<file path="src/rtl/bus_pkg.sv">
// Shared types for the arbitrated command bus: command encoding, beat payload
// and arbiter state encoding.
package bus_pkg;

  localparam int ADDR_W = 8;
  localparam int DATA_W = 8;

  typedef enum logic [1:0] {
    BUS_IDLE  = 2'b00,
    BUS_READ  = 2'b01,
    BUS_WRITE = 2'b10
  } bus_cmd_e;

  localparam int CMD_W = $bits(bus_cmd_e);

  typedef struct packed {
    bus_cmd_e            cmd;
    logic [ADDR_W-1:0]   addr;
    logic [DATA_W-1:0]   data;
  } bus_beat_t;

  typedef enum logic {
    ST_IDLE = 1'b0,
    ST_OWN  = 1'b1
  } arb_state_e;

endpackage

</file>
<file path="src/rtl/bus_arbiter_if.sv">
// Initiator-side request bundle and registered bus-side outputs of the arbiter.
// master = initiator agents, slave = the arbiter itself.
interface bus_arbiter_if #(
  parameter int N_REQ = 4
);
  import bus_pkg::*;

  logic [N_REQ-1:0]              req;
  logic [N_REQ-1:0]              lock;
  logic [N_REQ-1:0][CMD_W-1:0]   cmd_i;
  logic [N_REQ-1:0][ADDR_W-1:0]  addr_i;
  logic [N_REQ-1:0][DATA_W-1:0]  data_i;

  logic [N_REQ-1:0]              gnt;
  bus_cmd_e                      bus_cmd;
  logic [ADDR_W-1:0]             bus_addr;
  logic [DATA_W-1:0]             bus_data;
  logic [$clog2(N_REQ)-1:0]      bus_owner;

  modport master (
    output req, lock, cmd_i, addr_i, data_i,
    input  gnt, bus_cmd, bus_addr, bus_data, bus_owner
  );

  modport slave (
    input  req, lock, cmd_i, addr_i, data_i,
    output gnt, bus_cmd, bus_addr, bus_data, bus_owner
  );

endinterface

</file>
<file path="src/rtl/bus_arbiter_rr_picker.sv">
// Combinational round-robin pick: first set req bit at or after ptr, wrapping
// from N_REQ-1 to 0.
module rr_picker #(
  parameter int N_REQ = 4
) (
  input  logic [N_REQ-1:0]         req,
  input  logic [$clog2(N_REQ)-1:0] ptr,
  output logic [$clog2(N_REQ)-1:0] idx,
  output logic                     valid
);
  localparam int PTR_W = $clog2(N_REQ);

  logic [PTR_W-1:0] cand;

  // Scan from the farthest offset down so the nearest requester wins last.
  always_comb begin
    idx   = '0;
    valid = 1'b0;
    cand  = '0;
    for (int i = N_REQ - 1; i >= 0; i--) begin
      cand = PTR_W'((int'(ptr) + i) % N_REQ);
      if (req[cand]) begin
        idx   = cand;
        valid = 1'b1;
      end
    end
  end

endmodule

</file>
<file path="src/rtl/bus_arbiter.sv">
// Round-robin arbiter for a shared registered command bus with capped locked
// bursts; owner changes happen on the releasing edge so no bubble is inserted.
module bus_arbiter
  import bus_pkg::*;
#(
  parameter int N_REQ     = 4,
  parameter int MAX_BURST = 4
) (
  input logic          clk,
  input logic          rst_n,
  bus_arbiter_if.slave bus
);
  localparam int PTR_W = $clog2(N_REQ);
  localparam int CNT_W = $clog2(MAX_BURST + 1);
  localparam logic [PTR_W-1:0] LAST_IDX  = PTR_W'(N_REQ - 1);
  localparam logic [CNT_W-1:0] LAST_BEAT = CNT_W'(MAX_BURST - 1);

  arb_state_e        state, state_n;
  logic [PTR_W-1:0]  owner, owner_n;
  logic [PTR_W-1:0]  rr_ptr, rr_ptr_n;
  logic [CNT_W-1:0]  beat_cnt, beat_cnt_n;
  logic [N_REQ-1:0]  gnt, gnt_n;
  bus_beat_t         beat_q, beat_n;

  logic [PTR_W-1:0]  owner_inc;
  logic [PTR_W-1:0]  pick_ptr;
  logic [PTR_W-1:0]  pick_idx;
  logic              pick_vld;
  logic              beat;
  logic              rel;

  assign owner_inc = (owner == LAST_IDX) ? '0 : owner + 1'b1;
  // On release the search starts just past the old owner, making it lowest priority.
  assign pick_ptr  = (state == ST_OWN) ? owner_inc : rr_ptr;

  rr_picker #(.N_REQ(N_REQ)) u_pick (
    .req   (bus.req),
    .ptr   (pick_ptr),
    .idx   (pick_idx),
    .valid (pick_vld)
  );

  assign beat = (state == ST_OWN) && bus.req[owner];
  assign rel  = (state == ST_OWN) &&
                (!bus.req[owner] || !bus.lock[owner] || (beat_cnt == LAST_BEAT));

  always_comb begin
    state_n    = state;
    owner_n    = owner;
    rr_ptr_n   = rr_ptr;
    beat_cnt_n = beat_cnt;
    gnt_n      = gnt;
    beat_n     = beat_q;
    beat_n.cmd = BUS_IDLE;

    if (beat) begin
      beat_n.cmd  = bus_cmd_e'(bus.cmd_i[owner]);
      beat_n.addr = bus.addr_i[owner];
      beat_n.data = bus.data_i[owner];
      beat_cnt_n  = beat_cnt + 1'b1;
    end

    unique case (state)
      ST_IDLE: begin
        if (pick_vld) begin
          owner_n       = pick_idx;
          gnt_n         = '0;
          gnt_n[pick_idx] = 1'b1;
          beat_cnt_n    = '0;
          state_n       = ST_OWN;
        end
      end
      ST_OWN: begin
        if (rel) begin
          rr_ptr_n   = owner_inc;
          beat_cnt_n = '0;
          gnt_n      = '0;
          if (pick_vld) begin
            owner_n         = pick_idx;
            gnt_n[pick_idx] = 1'b1;
          end else begin
            state_n = ST_IDLE;
          end
        end
      end
      default: state_n = ST_IDLE;
    endcase
  end

  always_ff @(posedge clk or negedge rst_n) begin
    if (!rst_n) begin
      state    <= ST_IDLE;
      owner    <= '0;
      rr_ptr   <= '0;
      beat_cnt <= '0;
      gnt      <= '0;
      beat_q   <= '{cmd: BUS_IDLE, addr: '0, data: '0};
    end else begin
      state    <= state_n;
      owner    <= owner_n;
      rr_ptr   <= rr_ptr_n;
      beat_cnt <= beat_cnt_n;
      gnt      <= gnt_n;
      beat_q   <= beat_n;
    end
  end

  assign bus.gnt       = gnt;
  assign bus.bus_cmd   = beat_q.cmd;
  assign bus.bus_addr  = beat_q.addr;
  assign bus.bus_data  = beat_q.data;
  assign bus.bus_owner = owner;

endmodule
</file>
<file path="src/flat_wrapper.sv">
// flat-port wrapper written by rule: the top's interface ports become plain ports
module bus_arbiter_flat import bus_pkg::*;
#(
  parameter int N_REQ     = 4,
  parameter int MAX_BURST = 4
)
  (clk, rst_n, bus_req, bus_lock, bus_cmd_i, bus_addr_i, bus_data_i, bus_gnt, bus_bus_cmd, bus_bus_addr, bus_bus_data, bus_bus_owner);
  bus_arbiter_if #(.N_REQ(N_REQ)) bus_i ();
  input logic clk;
  input logic rst_n;
  input wire logic [$bits(bus_i.req)-1:0] bus_req;
  input wire logic [$bits(bus_i.lock)-1:0] bus_lock;
  input wire logic [$bits(bus_i.cmd_i)-1:0] bus_cmd_i;
  input wire logic [$bits(bus_i.addr_i)-1:0] bus_addr_i;
  input wire logic [$bits(bus_i.data_i)-1:0] bus_data_i;
  output wire logic [$bits(bus_i.gnt)-1:0] bus_gnt;
  output wire logic [$bits(bus_i.bus_cmd)-1:0] bus_bus_cmd;
  output wire logic [$bits(bus_i.bus_addr)-1:0] bus_bus_addr;
  output wire logic [$bits(bus_i.bus_data)-1:0] bus_bus_data;
  output wire logic [$bits(bus_i.bus_owner)-1:0] bus_bus_owner;
  assign bus_i.req = bus_req;
  assign bus_i.lock = bus_lock;
  assign bus_i.cmd_i = bus_cmd_i;
  assign bus_i.addr_i = bus_addr_i;
  assign bus_i.data_i = bus_data_i;
  assign bus_gnt = bus_i.gnt;
  assign bus_bus_cmd = bus_i.bus_cmd;
  assign bus_bus_addr = bus_i.bus_addr;
  assign bus_bus_data = bus_i.bus_data;
  assign bus_bus_owner = bus_i.bus_owner;
  bus_arbiter #(.N_REQ(N_REQ), .MAX_BURST(MAX_BURST)) u_core (.clk(clk), .rst_n(rst_n), .bus(bus_i));
endmodule
</file>
<file path="config.mk">
export PLATFORM = sky130hd
export DESIGN_NAME = bus_arbiter_flat
export DESIGN_NICKNAME = d
export VERILOG_FILES = /design/src/rtl/bus_pkg.sv /design/src/rtl/bus_arbiter_if.sv /design/src/rtl/bus_arbiter_rr_picker.sv /design/src/rtl/bus_arbiter.sv /design/src/flat_wrapper.sv
export SDC_FILE = /design/constraint.sdc
export NUM_CORES = 1
export LEC_CHECK = 0
export BUFFER_PORTS_ARGS = -buffer_cell sky130_fd_sc_hd__buf_2
export CAP_MARGIN = 5
export CORE_MARGIN = 5
export CORE_UTILIZATION = 47
export DETAILED_ROUTE_END_ITERATION = 6
export PLACE_DENSITY = 0.86
export SETUP_SLACK_MARGIN = 0.05
export SLEW_MARGIN = 30
export SYNTH_ARGS = -nofsm -noshare
export SYNTH_HDL_FRONTEND = slang
export SYNTH_SLANG_ARGS = --single-unit
</file>
<file path="constraint.sdc">
create_clock -name clk -period 5.7 [get_ports clk]
set_clock_uncertainty 0.05 [all_clocks]
set_input_delay 1.14 -clock clk [delete_from_list [all_inputs] [get_ports clk]]
set_output_delay 1.14 -clock clk [all_outputs]
set_load 0.01 [all_outputs]
</file>
==> metrics.csv <==
stage,metric,value,unit
critical_path,CP Class,input port to flip-flop,
synth,most common cell in the netlist,dfrtp_1,
place,Placed Area,2380,um2
floorplan,Rows,22,
floorplan,DIE WIDTH,72.5,um
critical_path,maximum fanout along the worst path,24,
sta,final hold vios,0,
synth,Yosys cell types,35,
detailed_routing,DR iter-0 viols,60,
synth,ys async rst share,100,%
critical_path,Worst setup EP type,flip-flop,
critical_path,Worst EP arrival,2790,ps
cts,TritonCTS Sinks,30,
synth,Yosys top cell area share,40.9,%
sta,PnR worst setup slack,3020,ps
layout,Nets,319,
grt,pin count of the biggest net entering global routing,31,
detailed_routing,first-pass detailed-route iteration total,4,
grt,gr ovfl total,0,
layout,post-route cell area,2470,um2
detailed_routing,Post-route DRC,0,
status,status,finished clean,
sta,Total Neg Setup Slack,0,ps
run,max-cap violations,0,
layout,Finished Core Util,66.4,%
synth,Synth Warn #,0,
floorplan,core area,3720,um2
place,DP Worst Slack,2700,ps
critical_path,"Req. time, crit path",5810,ps
critical_path,CP Launch Type,input port,
detailed_routing,Routed Antenna Nets,0,
synth,"EDFF count, synth",0,
sta,Worst-Margin Slew,768,ps
detailed_routing,Vias,1540,
detailed_routing,Avg Vias per Cell,5.48,
synth,syn nets,215,
cts,CTS Buf Count,5,
cts,CTS max path bufs,2,
floorplan,IO Pins,106,
grt,initial antenna violation count,0,
sta,Final Critical Period,2680,ps
synth,synthesis-stage register bit count,30,
synth,Syn Inst Count,130,
place,Port Buffers,105,
grt,global-route wire length before repair,7650,um
floorplan,Die Span Y,72.5,um
cts,H-tree level count,2,
grt,number of global-route vias before repair,1696,
layout,area growth from synthesis to layout,34.6,%
floorplan,full die area,5250,um2
synth,synthesized area,1830,um2
pwr,VDD IR max,0.311,mV
place,dpl hpwl,3730,um
pwr,Leakage Power,0.00118,uW
sta,achievable frequency,0.373,GHz
detailed_routing,final WL,4720,um
cts,register clock-pin slew on the reported worst setup and hold paths,60,ps
cts,Post-CTS Hold Fix Bufs,0,
cts,TritonCTS clock tree,done,
sta,Slew Limit Fails,0,
synth,Synth area leader,dfrtp_1,
cts,worst skew pair latency,280,ps
synth,syn avg cell area,14.1,um2
layout,share of cells above drive strength 1,67.8,%
sta,Final Setup Violations,0,
synth,Post-synth top cells,"30 x dfrtp_1, 19 x mux2_2, 18 x mux4_2",
cts,post_cts resized,0,
grt,Total GRT Usage,19.2,%
sta,RSZ-0062 raised after global routing,no,
layout,Ant. Diodes,0,
sta,final critical-path share of the clock period,47.0,%
floorplan,Starting Density,49.4,%
sta,slew margin rel.,48.8,%
critical_path,reg2reg setup slack,3210,ps
worst_hold_path,Hold WC Path Type,flip-flop to flip-flop,
synth,"Top FF cell, synth",dfrtp_1,
sta,WHS,438,ps
detailed_routing,average routed wire per standard cell,16.8,um
cts,CTS Root Cell,clkbuf_8,
place,gp weighted congestion,0.794,
cts,setup repair bufs after CTS,0,
pwr,Pwr Density,511,nW/um2
synth,sequential-to-total area share from yosys stat,40.9,%
synth,Synth area leaders,"dfrtp_1 41%, mux4_2 22%, mux2_2 12%",
[critical path, stage by stage]
cell and delay [ps]:
buf_2 150, mux2i_1 120, o22ai_4 620, nand2_1 240
nand2_1 170, mux2_2 340
[layout by cell type (no fill, tap or decap), types with 2 or more instances in the layout]
cell      instances
mux2i_1           6
nor2_1            5
buf_2           105
o21ai_0           2
clkbuf_8          6
and2_1            2
a21oi_1           2
nand2_1           5
inv_1             3
nor3b_2           2
dfrtp_1          29
ha_1              3
nand2b_1          3
mux4_2           18
mux2_2           19
nor2b_1           3
[routing by layer]
metal,GRT usage (%),vias to the layer above,share of wire (%)
met5,0,-,0
met4,6.76,0,1.5
met2,33.5,58,54
met1,22.2,768,37
met3,6.09,5,8.1
li1,-,709,-
[report_power, final]
part	switching, uW	total [uW]	internal (uW)	leakage [uW]
Clock	73.3	166	92.9	0.0000431
Sequential	78.1	391	313	0.000362
Combinational	314	704	390	0.000779
Total	465	1260	795	0.00118
[per-stage QoR]
stage | total power [uW] | instances
6_report | 1260 | 281
4_1_cts | 1280 | 281
3_3_place_gp | 1080 | 275
2_1_floorplan | 902 | 130
3_5_place_dp | 1110 | 275
5_1_grt | 1360 | 281
[layout make-up]
type                    count  area [um2]
clock buffers               6        82.6
inverters                   3        11.3
fillers                   295        1250
repair buffers            106         533
multi-input cells          88        1030
well taps                  48        60.1
flip-flops and latches     30         752
[cells by family (layout without fill, tap and decap cells)]
family,Yosys count,in the layout,synth area share (%)
adders and majority gates,3,3,2.05
AOI/OAI and AO/OA,16,16,7.09
xor gates and xnor gates,1,1,0.478
muxes,44,44,37.8
DFF,30,30,40.9
and+or+nand+nor,24,24,8.32
buffers and inverters,12,115,3.34
[state kept, by name, indices dropped and copies added, names as in the netlist]
| signal | flops |
|---|---|
| u_core.bus.bus_addr | 8 |
| u_core.beat_cnt | 3 |
| u_core.state | 1 |
| u_core.bus.bus_data | 8 |
| u_core.bus.bus_cmd | 2 |
| u_core.bus.gnt | 4 |
| u_core.rr_ptr | 2 |
| u_core.bus.bus_owner | 2 |
[worst paths after layout]
check                                     endpoint  cells past startpoint                    start
min reg2reg                      u_core.bus.gnt[0]                      1        u_core.bus.gnt[0]
min in group asynchronous   u_core.bus.bus_addr[3]                      1                    rst_n
max reg2reg                       u_core.rr_ptr[0]                      5  u_core.bus.bus_owner[1]
min                              u_core.bus.gnt[0]                      1        u_core.bus.gnt[0]
max in group asynchronous  u_core.bus.bus_owner[1]                      1                    rst_n
max                               u_core.rr_ptr[0]                      6               bus_req[1]
No activity file was read; power rests on OpenSTA's default activity.
